--- src/rtl/execute_sequencer.sv ---
// execute_sequencer: multi-cycle execute-stage controller (operand latch, ALU op, result/flag latch, writeback).
// Optional feature macro EXEC_PERF_CNT_EN adds the perfOps/perfBusy counters; otherwise those ports are tied to 0.
module execute_sequencer #(
  parameter int MUL_CYCLES = 3,
  parameter int DIV_CYCLES = 8
) (
  input  logic        clk,
  input  logic        rstN,
  input  logic        issueValid,
  output logic        issueReady,
  input  logic [4:0]  opcode,
  input  logic        flush,
  output logic        ldOperands,
  output logic [12:0] aluOp,
  output logic        ldResult,
  output logic        wrFlag,
  output logic        wbValid,
  input  logic        wbReady,
  output logic        illegalOp,
  output logic        busy,
  output logic [31:0] perfOps,
  output logic [31:0] perfBusy
);

  // state | meaning
  // IDLE  | waiting for decode; accepts, drops or flags one instruction
  // OPLD  | ldOperands pulse, latency counter loaded
  // EXEC  | aluOp driven until the counter reaches terminal count
  // RES   | ldResult pulse (plus wrFlag for cmp)
  // WB    | wbValid held until the register file takes it
  typedef enum logic [2:0] {IDLE, OPLD, EXEC, RES, WB} stateT;

  localparam int MulLat = (MUL_CYCLES < 1) ? 1 : MUL_CYCLES;
  localparam int DivLat = (DIV_CYCLES < 1) ? 1 : DIV_CYCLES;
  localparam int MaxLat = (MulLat > DivLat) ? MulLat : DivLat;
  localparam int CntW   = (MaxLat > 1) ? $clog2(MaxLat) : 1;

  localparam logic [3:0] OpMul = 4'd2;
  localparam logic [3:0] OpDiv = 4'd3;
  localparam logic [3:0] OpMod = 4'd4;
  localparam logic [3:0] OpCmp = 4'd5;
  localparam logic [4:0] LastAluOp  = 5'd12;
  localparam logic [4:0] LastDropOp = 5'd20;

  stateT           state, stateNext;
  logic [3:0]      opQ, opNext;
  logic [CntW-1:0] cnt, cntNext;
  logic            readyQ;
  logic            illegalQ, illegalNext;
  logic            accept;

  // readyQ keeps issueReady low while in reset and until the first clock after release
  assign issueReady = (state == IDLE) & readyQ & ~flush;
  assign accept     = issueValid & issueReady;
  assign illegalOp  = illegalQ;

  always_ff @(posedge clk or negedge rstN) begin
    if (!rstN) begin
      state    <= IDLE;
      opQ      <= '0;
      cnt      <= '0;
      readyQ   <= 1'b0;
      illegalQ <= 1'b0;
    end else begin
      state    <= stateNext;
      opQ      <= opNext;
      cnt      <= cntNext;
      readyQ   <= 1'b1;
      illegalQ <= illegalNext;
    end
  end

  always_comb begin
    stateNext   = state;
    opNext      = opQ;
    cntNext     = cnt;
    illegalNext = 1'b0;
    ldOperands  = 1'b0;
    aluOp       = '0;
    ldResult    = 1'b0;
    wrFlag      = 1'b0;
    wbValid     = 1'b0;
    busy        = (state != IDLE);
    unique case (state)
      IDLE: begin
        if (accept) begin
          if (opcode <= LastAluOp) begin
            opNext    = opcode[3:0];
            stateNext = OPLD;
          end else if (opcode > LastDropOp) begin
            illegalNext = 1'b1;
          end
        end
      end
      OPLD: begin
        ldOperands = 1'b1;
        if (opQ == OpMul)                       cntNext = CntW'(MulLat - 1);
        else if (opQ == OpDiv || opQ == OpMod)  cntNext = CntW'(DivLat - 1);
        else                                    cntNext = '0;
        stateNext = EXEC;
      end
      EXEC: begin
        aluOp = 13'd1 << opQ;
        if (cnt == '0) stateNext = RES;
        else           cntNext   = cnt - CntW'(1);
      end
      RES: begin
        ldResult  = 1'b1;
        wrFlag    = (opQ == OpCmp);
        stateNext = (opQ == OpCmp) ? IDLE : WB;
      end
      WB: begin
        wbValid = 1'b1;
        if (wbReady) stateNext = IDLE;
      end
      default: stateNext = IDLE;
    endcase
    // flush outranks everything, including a writeback handshake in the same cycle
    if (flush) stateNext = IDLE;
  end

`ifdef EXEC_PERF_CNT_EN
  logic [31:0] perfOpsQ, perfBusyQ;

  always_ff @(posedge clk or negedge rstN) begin
    if (!rstN) begin
      perfOpsQ  <= '0;
      perfBusyQ <= '0;
    end else begin
      if (state == RES)  perfOpsQ  <= perfOpsQ + 32'd1;
      if (state != IDLE) perfBusyQ <= perfBusyQ + 32'd1;
    end
  end

  assign perfOps  = perfOpsQ;
  assign perfBusy = perfBusyQ;
`else
  assign perfOps  = '0;
  assign perfBusy = '0;
`endif

endmodule

--- config.mk ---
export PLATFORM = sky130hd
export DESIGN_NAME = execute_sequencer
export DESIGN_NICKNAME = d
export VERILOG_FILES = /design/src/rtl/execute_sequencer.sv
export SDC_FILE = /design/constraint.sdc
export NUM_CORES = 1
export LEC_CHECK = 0
export CORE_UTILIZATION = 34
export CTS_CLUSTER_DIAMETER = 100
export DETAILED_ROUTE_END_ITERATION = 7
export PLACE_DENSITY = 0.8
export SLEW_MARGIN = 20
export SYNTH_ARGS = -nofsm -noshare
export SYNTH_HDL_FRONTEND = slang
export SYNTH_SLANG_ARGS = --single-unit
--- constraint.sdc ---
create_clock -name clk -period 2.18 [get_ports clk]
set_input_delay 0.327 -clock clk [delete_from_list [all_inputs] [get_ports clk]]
set_output_delay 0.327 -clock clk [all_outputs]
set_load 0.005 [all_outputs]
==> out/summary.txt, run 1 <==
Reg-to-reg startpoint -> state[2]
Seq/Total Area, Yosys -> 0.237
Clk buf depth -> 2
Post-CTS clock slew at the launch and capture registers of the worst setup and hold paths -> 0.05 ns
Cts-stage hold buffer count -> 0
Die extent in y -> 63.1 um
Share of final-layout standard cells stronger than drive strength 1 -> 0.190
Leakage -> 0.755 nW
Critical Path RT -> 1.85 ns
Number of detailed-routing iterations run before antenna repair -> 4
FMAX -> 473 MHz
Starting DRT DRC Count -> 48
Gate count after technology mapping -> 152
Insertion delay to the later sink of the worst-skew pair -> 0.24 ns
Count of endpoints failing hold in the final timing report -> 0
Average cell area after synthesis -> 8.34 um^2
Vias/cell -> 3.94
Total grt overflow -> 0
Remaining routing DRC violations -> 0
Max Cap Viol -> 0
Synth Cell Area -> 1270 um^2
Share of the synthesized area in compound gates (AO/OA/AOI/OAI) -> 0.0869
Path category of the worst min-delay check -> in -> async
Startpoint type of the worst setup path -> flip-flop
Most area-consuming cells after synthesis -> buf_4 (38%), dfrtp_1 (24%), nor2_1 (5.3%), mux2_2 (3.6%), nand2b_1 (2.5%)
Top cell type by total area after synthesis -> buf_4
Number of buffer cells added on primary ports -> 29
CTS Buf Count -> 3
Routability-driven placement congestion ratio -> 0.764
Final ANT Viol Nets -> 0
Most common library cell in the layout ignoring fill and taps -> conb_1
Crit path max-delay cell type -> or3b_4
Share of synthesized cell area in and, or, nand and nor gates -> 0.198
Initial antenna violation count -> 0
Critical path capture point type -> primary output
CP cell instances -> or3b_4 -> or3b_4 -> nor2_2 -> dlygate4sd2_1
Unrepaired setup endpoints after global routing -> true
Number of levels the H-tree was split into -> 1
Number of max-slew violations in the final report -> 0
Placed wire-length estimate -> 1.77 mm
FILL cells -> 379
Most used cell along the critical path -> or3b_4
Die outline width -> 63.1 um
Category of the critical setup timing path -> reg -> out
Minimum clock period after layout -> 2.12 ns
Worst supply voltage drop on vdd -> 0.000397 V
Post-synth cell types -> 32
Wire length of the first global-routing pass -> 3.39 mm
Maximum fanout encountered on the critical timing path -> 4
Tightest hold margin -> 0.438 ns
Combinational family with the most area after synthesis -> buffers and inverters
R2R Setup Slk -> 0.25 ns
Antenna fix cells -> 0
Clock tree from TritonCTS -> done
Clock skew after layout -> 0.00100 ns
Library cell used as clock root buffer -> clkbuf_8
Site row count -> 21
Status -> completed
Data arrival, critical path -> 1.79 ns
Endpoints failing setup -> 0
Synthesized-area fraction occupied by xor and xnor cells -> 0.00691
Area of the die -> 3980 um^2
Area occupied by multi-input gates -> 712 um^2
DR vias -> 926
Most used cells in the layout excluding fill and tap cells -> conb_1 (65), nor2_1 (14), clkdlybuf4s50_1 (14)
Post-DR wirelength/cell -> 9.64 um
Tightest Pin Transition -> 0.542 ns
Starting density of the core -> 0.368
Share of Yosys cell area claimed by the top area cell type -> 0.379
Wire length reported by the detailed router -> 2.27 mm
Post-synthesis share of cell area spent on full adders, half adders and majority gates -> 0.0197
P per Cell Area -> 597 nW/um^2
Largest net degree at the start of global routing -> 13
Register area -> 300 um^2
Number of global-route vias before repair -> 712
Number of nets at the end of the flow -> 202
Warnings from Yosys -> 0
TritonCTS sink count -> 12
Count of pins on the block boundary -> 94
Register bit total from synthesis -> 12
CP startpoint -> state[2]
Fraction of synthesized area in multiplexers -> 0.0355
Period utilization -> 0.970
Relative area change from synthesis to final layout -> 15.6%
Remaining max-slew budget at the tightest pin -> 0.638
Post-layout total power -> 0.000875 W
Total core area -> 3440 um^2
Delay of the slowest cell on the worst path -> 0.42 ns
Overall Global Routing Usage -> 0.108
timing repair:
action / CTS / global route
pin swaps: 2 / 2
buffers inserted: 1 / 0
resized for setup: 24 / 12
endpoints found under the setup margin: 15 / 8
synth_stat cells:
cell	count
nand2b_1	5
buf_6	1
or3_4	1
a21oi_1	3
nor2_1	18
nor3_1	5
a2111oi_1	1
or3b_2	3
mux2_2	4
conb_1	2
buf_2	1
a22oi_1	1
clkbuf_1	2
xor2_1	1
buf_4	64
or3b_4	1
or3_1	1
nand3_4	1
o2111a_1	1
inv_1	4
nand2_1	6
o32ai_1	1
a211oi_1	2
and2b_1	1
a31oi_1	1
dfrtp_1	12
a311oi_1	1
o21ai_0	1
nor3b_4	1
o21a_1	3
ha_1	2
nor4_1	1
state kept, by name, indices dropped and copies added, names as in the netlist:
signal and cells:
opQ 4, illegalOp 1, cnt 3, state 3
readyQ 1
where the power goes:
| group | switching (W) | total, W | leakage [nW] | internal [W] |
|---|---|---|---|---|
| Clock | 0.0000837 | 0.000243 | 0.0288 | 0.000160 |
| Combinational | 0.000163 | 0.000307 | 0.576 | 0.000144 |
| Sequential | 0.0000491 | 0.000324 | 0.151 | 0.000275 |
through the flow:
step | area (um^2) | cells | TNS (ns) | util | setup WS [ns]
2_1_floorplan | 1500 | 215 | 0 | - | 0.194
3_3_place_gp | 1410 | 230 | -0.126 | 0.409 | -0.0652
3_5_place_dp | 1410 | 230 | -0.382 | 0.409 | -0.117
4_1_cts | 1460 | 235 | 0 | 0.425 | 0.00111
5_1_grt | 1470 | 235 | -0.00785 | 0.426 | -0.00534
6_report | 1470 | 235 | 0 | 0.426 | 0.0643
layout make-up:
cell class,instances,share of cell area
Tap cell,46,0.0393
Multi-Input combinational cell,131,0.486
Timing Repair Buffer,38,0.222
Sequential cell,12,0.205
Clock buffer,4,0.0376
Inverter,4,0.0102
layer usage:
| metal | routed length (um) | share of wire | global-route usage |
|---|---|---|---|
| met1 | 912 | 0.40 | 0.138 |
| met2 | 1110 | 0.49 | 0.176 |
| met3 | 224 | 0.099 | 0.0399 |
| met4 | 13 | 0.0057 | 0.0174 |
| met5 | 0 | 0 | 0 |
critical path, delay by kind of cell, from the launching register on:
| family | cells | cell delay (ns) |
|---|---|---|
| buf+inv | 1 | 0.23 |
| simple gates | 3 | 0.91 |
| flops | 1 | 0.40 |
worst paths after layout:
| kind | end | cells after the start |
|---|---|---|
| max | aluOp[5] | 4 |
| min | readyQ | 1 |
| max reg2reg | state[0] | 6 |
| min reg2reg | cnt[0] | 1 |
| max in group asynchronous | cnt[2] | 1 |
| min in group clk | cnt[0] | 1 |
kinds of logic (layout without fill, tap and decap cells):
family / Yosys count / count (layout)
fa+ha+maj: 2 / 2
compound gates: 15 / 15
other cells: 2 / 65
xor+xnor: 1 / 1
mux: 4 / 4
buf+inv: 72 / 46
flops: 12 / 12
simple gates: 44 / 44
No activity file was read; power rests on OpenSTA's default activity.
==> run 2: changes to the inputs <==
--- a/config.mk
+++ b/config.mk
@@ -5,6 +5,7 @@
 export SDC_FILE = /design/constraint.sdc
 export NUM_CORES = 1
 export LEC_CHECK = 0
+export CORE_ASPECT_RATIO = 0.8
 export CORE_UTILIZATION = 34
 export CTS_CLUSTER_DIAMETER = 100
 export DETAILED_ROUTE_END_ITERATION = 7
==> run 2 against run 1 <==
- fmax fell by 0.18%
- sequential cell count did not move
- count of clock-buffer cells in the layout did not move
- combinational power barely moved
- highest routed layer is now met3
==> out/summary.txt, run 2 (synthesis gave the netlist of run 1 again) <==
Status -> completed
Endpoints failing setup -> 0
Most common library cell in the layout ignoring fill and taps -> conb_1
Remaining routing DRC violations -> 0
Clk buf depth -> 2
Number of levels the H-tree was split into -> 1
Post-place instance area -> 1400 um^2
Crit path max-delay cell type -> or3b_4
Initial antenna violation count -> 0
Finished Cell Area -> 1510 um^2
Insertion delay to the later sink of the worst-skew pair -> 0.24 ns
Unrepaired setup endpoints after global routing -> true
Category of the critical setup timing path -> reg -> out
Die extent in y -> 56.6 um
Total grt overflow -> 0
Starting DRT DRC Count -> 42
CP cell instances -> or3b_4 -> buf_6 -> nor2_4 -> nand2_4 -> buf_6 -> buf_4 -> nor3_2 -> buf_2
Count of endpoints failing hold in the final timing report -> 0
Largest net degree at the start of global routing -> 13
Routability-driven placement congestion ratio -> 0.845
Minimum clock period after layout -> 2.12 ns
Post-CTS clock slew at the launch and capture registers of the worst setup and hold paths -> 0.05 ns
Number of nets at the end of the flow -> 207
Period utilization -> 0.972
Family with the most delay on the worst path -> simple AND/OR/NAND/NOR gates
Most used cell along the critical path -> buf_6
Placed wire-length estimate -> 1.83 mm
Maximum fanout encountered on the critical timing path -> 4
Area of the die -> 3980 um^2
Antenna fix cells -> 0
Critical path capture point type -> primary output
DR vias -> 924
Tightest Pin Transition -> 0.554 ns
Number of global-route vias before repair -> 738
Leakage -> 0.797 nW
Relative area change from synthesis to final layout -> 19.1%
Tightest hold margin -> 0.447 ns
Final ANT Viol Nets -> 0
Critical Path RT -> 1.85 ns
Site row count -> 19
TritonCTS sink count -> 12
Post-layout total power -> 0.000877 W
Number of buffer cells added on primary ports -> 29
Path category of the worst min-delay check -> in -> async
Total core area -> 3490 um^2
Startpoint type of the worst setup path -> flip-flop
Worst supply voltage drop on vdd -> 0.000349 V
Wire length reported by the detailed router -> 2.26 mm
FMAX -> 472 MHz
Overall Global Routing Usage -> 0.114
Share of final-layout standard cells stronger than drive strength 1 -> 0.206
Register bank with the most flops -> opQ
Die outline width -> 70.3 um
Wire length of the first global-routing pass -> 3.54 mm
Clock tree from TritonCTS -> done
Summed negative setup slack over all endpoints -> 0 ns
Data arrival, critical path -> 1.79 ns
Number of max-slew violations in the final report -> 0
Library cell used as clock root buffer -> clkbuf_8
Remaining max-slew budget at the tightest pin -> 0.630
Buffers plus inverters on the worst setup path -> 4
Biggest regs -> opQ: 4 flops, cnt: 3 flops, state: 3 flops
Delay of the slowest cell on the worst path -> 0.42 ns
P per Cell Area -> 581 nW/um^2
Clock skew after layout -> 0.000548 ns
Starting density of the core -> 0.363
Largest register FFs -> 4
Number of detailed-routing iterations run before antenna repair -> 4
Post-DR wirelength/cell -> 9.56 um
Count of pins on the block boundary -> 94
CTS Buf Count -> 3
Most used cells in the layout excluding fill and tap cells -> conb_1 (65), nor2_1 (16), clkdlybuf4s50_1 (14)
Max Cap Viol -> 0
Vias/cell -> 3.92
## run 2: cell types whose count changed in the layout (fill, tap and decap cells not counted), sizes merged
cell    before  now
buf         10   19
clkbuf       8    4
## run 2: report_power, final
| group | switching, W | internal (W) | total [W] |
|---|---|---|---|
| clock | 0.0000813 | 0.000160 | 0.000241 |
| sequential | 0.0000549 | 0.000275 | 0.000330 |
| combinational | 0.000161 | 0.000146 | 0.000306 |
| total | 0.000297 | 0.000580 | 0.000877 |
## run 2: final timing paths
path / cells after the start / slack, ns / end / from
worst max-delay path: 8 / 0.06 / aluOp[8] / state[0]
worst min-delay path: 1 / 0.45 / readyQ / rstN
worst max register to register: 7 / 0.15 / state[0] / state[2]
worst min register to register: 1 / 0.51 / cnt[0] / cnt[0]
max in group asynchronous: 1 / 1.37 / opQ[2] / rstN
min in group clk: 1 / 0.51 / cnt[0] / cnt[0]
## run 2: area by class of cell
| type | count | area, um^2 |
|---|---|---|
| Multi-Input combinational cell | 131 | 719 |
| Inverter | 4 | 15.0 |
| Timing Repair Buffer | 43 | 367 |
| Fill cell | 377 | 1990 |
| Clock buffer | 4 | 55.1 |
| Sequential cell | 12 | 300 |
| Tap cell | 42 | 52.6 |
## run 2: repair_timing
item                                   in CTS  in global routing
endpoints found under the hold margin       0                  0
gates resized for setup                    31                 10
pin swaps                                   4                  1
buffers inserted                            4                  3
hold buffers                                0                  0
setup endpoints to repair                  15                  7
## run 2: per-layer routing
metal / vias to the layer above / global-route usage / wire length (um) / part of all wire
li1: 457 / - / - / -
met1: 421 / 0.146 / 950 / 0.42
met2: 46 / 0.188 / 1140 / 0.51
met3: 0 / 0.0395 / 161 / 0.071
met4: 0 / 0.0171 / 0 / 0
met5: - / 0 / 0 / 0
## run 2: through the flow
| step | cells | setup WS (ns) | util |
|---|---|---|---|
| floorplan | 215 | 0.194 | - |
| global placement | 226 | -0.0573 | 0.401 |
| finish | 236 | 0.0604 | 0.432 |
| detailed placement | 226 | -0.0963 | 0.401 |
| global route | 236 | -0.0337 | 0.432 |
| CTS | 234 | -0.0583 | 0.423 |
